<file path="config.mk">
export PLATFORM = sky130hd
export DESIGN_NAME = mm_stream_tx
export DESIGN_NICKNAME = d
export VERILOG_FILES = /design/src/rtl/mm_stream_tx.sv
export SDC_FILE = /design/constraint.sdc
export NUM_CORES = 1
export LEC_CHECK = 0
export BUFFER_PORTS_ARGS = -buffer_cell sky130_fd_sc_hd__buf_2
export CAP_MARGIN = 20
export CORE_MARGIN = 5
export CORE_UTILIZATION = 62
export CTS_CLUSTER_DIAMETER = 60
export DETAILED_ROUTE_END_ITERATION = 10
export PLACE_DENSITY = 0.8
export SYNTH_ARGS = -nofsm -noshare
export SYNTH_HDL_FRONTEND = slang
export SYNTH_SLANG_ARGS = --single-unit
</file>
<file path="constraint.sdc">
create_clock -name clk -period 8.56 [get_ports clk]
set_input_delay 0.428 -clock clk [delete_from_list [all_inputs] [get_ports clk]]
set_output_delay 0.428 -clock clk [all_outputs]
set_load 0.005 [all_outputs]
</file>
<file path="src/rtl/mm_stream_tx.sv">
// Transmit side of the matrix-multiplier load protocol.
// Streams buffered A then B row-major with col/row markers, then tracks the core's busy handshake.
module mm_stream_tx #(
  parameter int DW       = 8,
  parameter int MAX_ELEM = 16,
  parameter int DIM_W    = 5,
  parameter int TIMEOUT  = 1024
) (
  input  logic             clk,
  input  logic             rst,
  input  logic             wr_en,
  input  logic             wr_sel,
  input  logic [3:0]       wr_addr,
  input  logic [DW-1:0]    wr_data,
  input  logic [DIM_W-1:0] a_rows,
  input  logic [DIM_W-1:0] a_cols,
  input  logic [DIM_W-1:0] b_rows,
  input  logic [DIM_W-1:0] b_cols,
  input  logic             start,
  input  logic             dut_busy,
  output logic             ready,
  output logic [DW-1:0]    in_data,
  output logic             col_end,
  output logic             row_end,
  output logic             done,
  output logic             err
);

  localparam int PW = 2 * DIM_W;
  localparam int TW = $clog2(TIMEOUT + 1);

  typedef enum logic [2:0] {IDLE, SEND_A, SEND_B, WAIT_HI, WAIT_LO} state_t;

  state_t           state_q, state_d;
  logic [DIM_W-1:0] a_rows_q, a_rows_d, a_cols_q, a_cols_d;
  logic [DIM_W-1:0] b_rows_q, b_rows_d, b_cols_q, b_cols_d;
  logic [DIM_W-1:0] r_q, r_d, c_q, c_d;
  logic [3:0]       idx_q, idx_d;
  logic [TW-1:0]    tmr_q, tmr_d;
  logic [DW-1:0]    in_data_q, in_data_d;
  logic             col_end_q, col_end_d, row_end_q, row_end_d;
  logic             done_q, done_d, err_q, err_d;

  logic [DW-1:0]    mem_a [MAX_ELEM];
  logic [DW-1:0]    mem_b [MAX_ELEM];

  logic             wr_ok, accept, dims_bad, last_c, last_e, tmr_hit;
  logic [PW-1:0]    a_area, b_area;
  logic [DIM_W-1:0] cur_rows, cur_cols, ld_rows, ld_cols;
  logic             ld_valid, ld_b;
  logic [DW-1:0]    a_rd, b_rd;

  assign ready   = (state_q == IDLE) && !dut_busy;
  assign accept  = start && ready;
  assign wr_ok   = wr_en && (state_q == IDLE) && (32'(wr_addr) < MAX_ELEM);
  assign a_area  = PW'(a_rows) * PW'(a_cols);
  assign b_area  = PW'(b_rows) * PW'(b_cols);
  assign dims_bad = (a_rows == '0) || (a_cols == '0) || (b_rows == '0) || (b_cols == '0) ||
                    (a_area > PW'(MAX_ELEM)) || (b_area > PW'(MAX_ELEM));

  assign cur_rows = (state_q == SEND_B) ? b_rows_q : a_rows_q;
  assign cur_cols = (state_q == SEND_B) ? b_cols_q : a_cols_q;
  assign last_c   = (c_q == cur_cols - DIM_W'(1));
  assign last_e   = last_c && (r_q == cur_rows - DIM_W'(1));
  assign tmr_hit  = (((state_q == WAIT_HI) && !dut_busy) || ((state_q == WAIT_LO) && dut_busy)) &&
                    (tmr_q == TW'(TIMEOUT - 1));

  // Element buffers are deliberately outside the reset domain.
  always_ff @(posedge clk) begin
    if (wr_ok) begin
      if (wr_sel) mem_b[wr_addr] <= wr_data;
      else        mem_a[wr_addr] <= wr_data;
    end
  end

  always_ff @(posedge clk) begin
    if (rst) begin
      state_q   <= IDLE;
      a_rows_q  <= '0;
      a_cols_q  <= '0;
      b_rows_q  <= '0;
      b_cols_q  <= '0;
      r_q       <= '0;
      c_q       <= '0;
      idx_q     <= '0;
      tmr_q     <= '0;
      in_data_q <= '0;
      col_end_q <= 1'b0;
      row_end_q <= 1'b0;
      done_q    <= 1'b0;
      err_q     <= 1'b0;
    end else begin
      state_q   <= state_d;
      a_rows_q  <= a_rows_d;
      a_cols_q  <= a_cols_d;
      b_rows_q  <= b_rows_d;
      b_cols_q  <= b_cols_d;
      r_q       <= r_d;
      c_q       <= c_d;
      idx_q     <= idx_d;
      tmr_q     <= tmr_d;
      in_data_q <= in_data_d;
      col_end_q <= col_end_d;
      row_end_q <= row_end_d;
      done_q    <= done_d;
      err_q     <= err_d;
    end
  end

  // Counters track the element that will sit in the output register after this edge.
  always_comb begin
    state_d  = state_q;
    a_rows_d = a_rows_q;
    a_cols_d = a_cols_q;
    b_rows_d = b_rows_q;
    b_cols_d = b_cols_q;
    r_d      = r_q;
    c_d      = c_q;
    idx_d    = idx_q;
    tmr_d    = tmr_q;
    ld_valid = 1'b0;
    ld_b     = 1'b0;
    ld_rows  = a_rows_q;
    ld_cols  = a_cols_q;
    case (state_q)
      IDLE: begin
        if (accept) begin
          a_rows_d = a_rows;
          a_cols_d = a_cols;
          b_rows_d = b_rows;
          b_cols_d = b_cols;
          if (!dims_bad) begin
            state_d  = SEND_A;
            r_d      = '0;
            c_d      = '0;
            idx_d    = '0;
            ld_valid = 1'b1;
            ld_rows  = a_rows;
            ld_cols  = a_cols;
          end
        end
      end
      SEND_A, SEND_B: begin
        if (last_e) begin
          r_d   = '0;
          c_d   = '0;
          idx_d = '0;
        end else begin
          c_d   = last_c ? '0 : c_q + DIM_W'(1);
          r_d   = last_c ? r_q + DIM_W'(1) : r_q;
          idx_d = idx_q + 4'd1;
        end
        if (state_q == SEND_A) begin
          ld_valid = 1'b1;
          ld_b     = last_e;
          ld_rows  = last_e ? b_rows_q : a_rows_q;
          ld_cols  = last_e ? b_cols_q : a_cols_q;
          if (last_e) state_d = SEND_B;
        end else begin
          ld_valid = !last_e;
          ld_b     = 1'b1;
          ld_rows  = b_rows_q;
          ld_cols  = b_cols_q;
          if (last_e) begin
            state_d = WAIT_HI;
            tmr_d   = '0;
          end
        end
      end
      WAIT_HI: begin
        if (dut_busy) begin
          state_d = WAIT_LO;
          tmr_d   = '0;
        end else if (tmr_hit) state_d = IDLE;
        else tmr_d = tmr_q + TW'(1);
      end
      WAIT_LO: begin
        if (!dut_busy || tmr_hit) state_d = IDLE;
        else tmr_d = tmr_q + TW'(1);
      end
      default: state_d = IDLE;
    endcase
  end

  // A write landing on the accept edge is forwarded so the stream sees post-write contents.
  always_comb begin
    a_rd = mem_a[idx_d];
    b_rd = mem_b[idx_d];
    if (wr_ok && !wr_sel && (wr_addr == idx_d)) a_rd = wr_data;
    if (wr_ok && wr_sel && (wr_addr == idx_d))  b_rd = wr_data;
    in_data_d = '0;
    col_end_d = 1'b0;
    row_end_d = 1'b0;
    if (ld_valid) begin
      in_data_d = ld_b ? b_rd : a_rd;
      col_end_d = (c_d == ld_cols - DIM_W'(1));
      row_end_d = col_end_d && (r_d == ld_rows - DIM_W'(1));
    end
    done_d = ((state_q == IDLE) && accept && dims_bad) ||
             ((state_q == WAIT_LO) && !dut_busy) || tmr_hit;
    err_d  = err_q;
    if ((state_q == IDLE) && accept) err_d = dims_bad;
    if (tmr_hit) err_d = 1'b1;
  end

  assign in_data = in_data_q;
  assign col_end = col_end_q;
  assign row_end = row_end_q;
  assign done    = done_q;
  assign err     = err_q;

endmodule

</file>
==> flow_summary.yaml <==
outcome:
  outcome: "finished clean"
placement:
  placed_cells: 1776
  place_hpwl_mm: 27.4
  port_buffers: 50
  dpl_cell_area_sq_mm: 0.0166
  place.gp.congestion: 0.907
drt:
  ant_nets: 0
  vias: 12149
  wl_per_cell_um: 22.9
  drt_iter0_drc: 1741
  drt-vias-per-instance: 6.62
  drtPass1Iterations: 8
  finalWirelength_mm: 42.0
  drc: 0
clocking:
  numCtsBuffers: 34
  cts_sinks: 316
  clock-root-buffer: "clkbuf_16"
  cts_max_path_buffers: 3
  cts_resized: 0
  cts_tree: "yes"
  cts.htree.levels: 2
  postCtsSetupRepairBufs: 0
  clk_latency_ps: 520
  path_clk_slew_ps: 60
  holdBufCountCts: 0
pwr:
  cell_internal_pwr_w: 0.00264
  p_total_w: 0.00342
  p_sw_w: 0.000782
  seq_power_share_pct: 49.2
  p_leak_nw: 6.31
  p_sw_share_pct: 22.9
  pwr-share-comb_pct: 7.8
  p_per_area_mw_per_mm2: 193
  ir_drop_uv: 168
  clkPwrFrac_pct: 43.0
grt:
  grt_overflow_total: 0
  busiest_layer: "met2"
  grt_max_degree: 46
  grt_pass1_wl_mm: 65.3
  grt_util_met2_pct: 44.9
  grt_use_met1_pct: 39.9
  grt_use_met3_pct: 6.55
  antenna_found_initial: 0
  grt_util_all_layers_pct: 28.5
  grt_pass1_vias: 11703
worst_hold_path:
  min_path_type: "input port to flop"
setup_path:
  path_class: "flop to flop"
  crit_family: "simple AND/OR/NAND/NOR gates"
  path_max_fanout: 45
  critical_path.max_stage_delay_ps: 940
  cp-start-kind: "flop"
  path_buf_inv: 2
  path_cells: "or3b_1 -> mux2i_1 -> ha_1 -> inv_1 -> a221oi_2 -> nand3_1 -> a32oi_1 -> o21ai_2 -> a21oi_2 -> buf_4 -> or2_2 -> nor2_1 -> a221oi_1 -> o21ai_1 -> nor3_1 -> o221ai_1"
  slowest_stage: "or2_2"
  worst_ep_arrival_time_ps: 6730
  cp-end-kind: "flop"
  required_ps: 8950
logic_synthesis:
  netlist_instances: 1451
  syn_avg_cell_area_sq_um: 11.1
  yosysTopAreaCellShare_pct: 47.7
  synth_seq_cells: 316
  synth_edf_count: 256
  synth_ff_type: "edfxtp_1"
  syn-cell-area_sq_mm: 0.0161
  yosys_warnings: 0
  synth_cell_types: 84
  yosysSeqAreaShare_pct: 55.2
  async_flop_share_pct: 0
  syn_nets: 1551
  netlist_top_cells_area: "edfxtp_1 48%, dfxtp_1 7.5%, nand2_1 5.3%"
  synth.largest_area_cell: "edfxtp_1"
die:
  die_area_sq_mm: 0.0293
  start_util_pct: 62.4
  boundaryPins: 51
  rows: 59
  die_width_um: 171
  die_h_um: 171
  fp.coreArea_sq_mm: 0.0258
timing:
  slew_headroom_pct: 24.5
  drv_slew: 0
  rsz0062_at_grt: "false"
  tightestPinTransition_ps: 1130
  hold_viol: 0
  fin_crit_ps: 6330
  period_share_pct: 74.0
  setup_violations: 0
  fmax_mhz: 158
  whs_ps: 206
  fin_skew_ps: 21.3
  fin_tns_setup_ps: 0
final_layout:
  nets: 1577
  num_antenna_cells: 0
  stdcell_count: 1835
  stdcell_area_sq_mm: 0.0177
  areaGrowthSynthToFinish_pct: 9.71
  drive_gt1_share_pct: 11.0
flow_run:
  maxCapViolations: 0
==> final timing paths <==
path / from / end / slack, ps / cells after the start
max: state_q[0] / in_data[0] / 2230 / 16
min: b_cols[4] / b_cols_q[4] / 210 / 3
max reg2reg: state_q[0] / in_data[0] / 2230 / 16
min reg2reg: tmr_q[10] / tmr_q[10] / 460 / 2
==> per-stage QoR <==
step / util, % / worst slack [ps]
2_1_floorplan: - / 2940
5_1_grt: 68.4 / 1780
6_report: 68.4 / 2230
3_3_place_gp: 64.1 / 1870
4_1_cts: 68.4 / 2280
3_5_place_dp: 64.1 / 1770
==> layout make-up <==
class                      count  area, sq um
multi-input combinational   1012         6730
fill                        1818         8160
clock inverter                16          180
sequential                   316         8890
tap                          335          419
clock buffer                  43          926
inverter                      50          188
timing repair buffer          63          348
==> cell usage in the layout, fill, tap and decap left out, drive strengths merged, types with 18 or more instances in the layout <==
cell type / count
a21oi: 84
a221oi: 43
a311o: 18
and2: 39
buf: 63
clkbuf: 43
dfxtp: 60
edfxtp: 256
fa: 18
ha: 44
inv: 54
mux2: 20
mux2i: 32
nand2: 227
nand3: 49
nor2: 92
nor2b: 18
nor3: 38
o21ai: 39
==> layer usage <==
layer / part of all wire [%] / wire [um]
met2: 46 / 19400
met3: 11 / 4620
met5: 0 / 0
met4: 3.4 / 1410
met1: 39 / 16500
==> synth_stat cells (7+ instances only) <==
cell,number
inv_1,50
a221oi_1,42
a221o_1,11
fa_1,18
nor3_1,35
nand2_1,227
edfxtp_1,256
a21o_1,17
a21oi_1,81
ha_1,44
clkbuf_1,46
a211oi_1,13
dfxtp_1,60
buf_2,15
nand3_1,49
and2_1,39
nand2b_1,14
a22oi_1,13
or3_1,11
o21ai_1,8
a311oi_1,8
or4_1,7
a31oi_1,16
nor2_1,91
mux2_2,13
o21ai_0,30
a31o_2,8
o221ai_1,7
nor2b_1,18
xnor2_1,17
xor2_1,11
mux2i_1,32
a311o_1,18
==> power groups by stage <==
stage | combinational, W | sequential (W) | clock [W]
finish | 0.000267 | 0.00168 | 0.00147
CTS | 0.000266 | 0.00168 | 0.00148
detailed placement | 0.000264 | 0.00171 | 0
floorplan | 0.000176 | 0.00171 | 0
global placement | 0.000258 | 0.00171 | 0
global route | 0.000300 | 0.00168 | 0.00155
==> worst min-delay path, stage by stage <==
cell	delay, ps
buf_2	130
nand2_1	60
a21oi_1	50
==> sequential cells by signal (all words and copies together) (netlist names), 8 cells and up <==
signal / cells
in_data: 8
mem_a: 128
tmr_q: 11
mem_b: 128
==> cells by family after synthesis <==
group	after synthesis	share of synthesized area [%]
AO/OA/AOI/OAI	329	14.9
XOR/XNOR	29	1.66
adder cells (fa/ha/maj)	62	5.65
buffers and inverters	123	3.25
flip-flops	316	55.2
multiplexers	52	3.50
AND/OR/NAND/NOR	540	15.9
No activity file was read; power rests on OpenSTA's default activity.
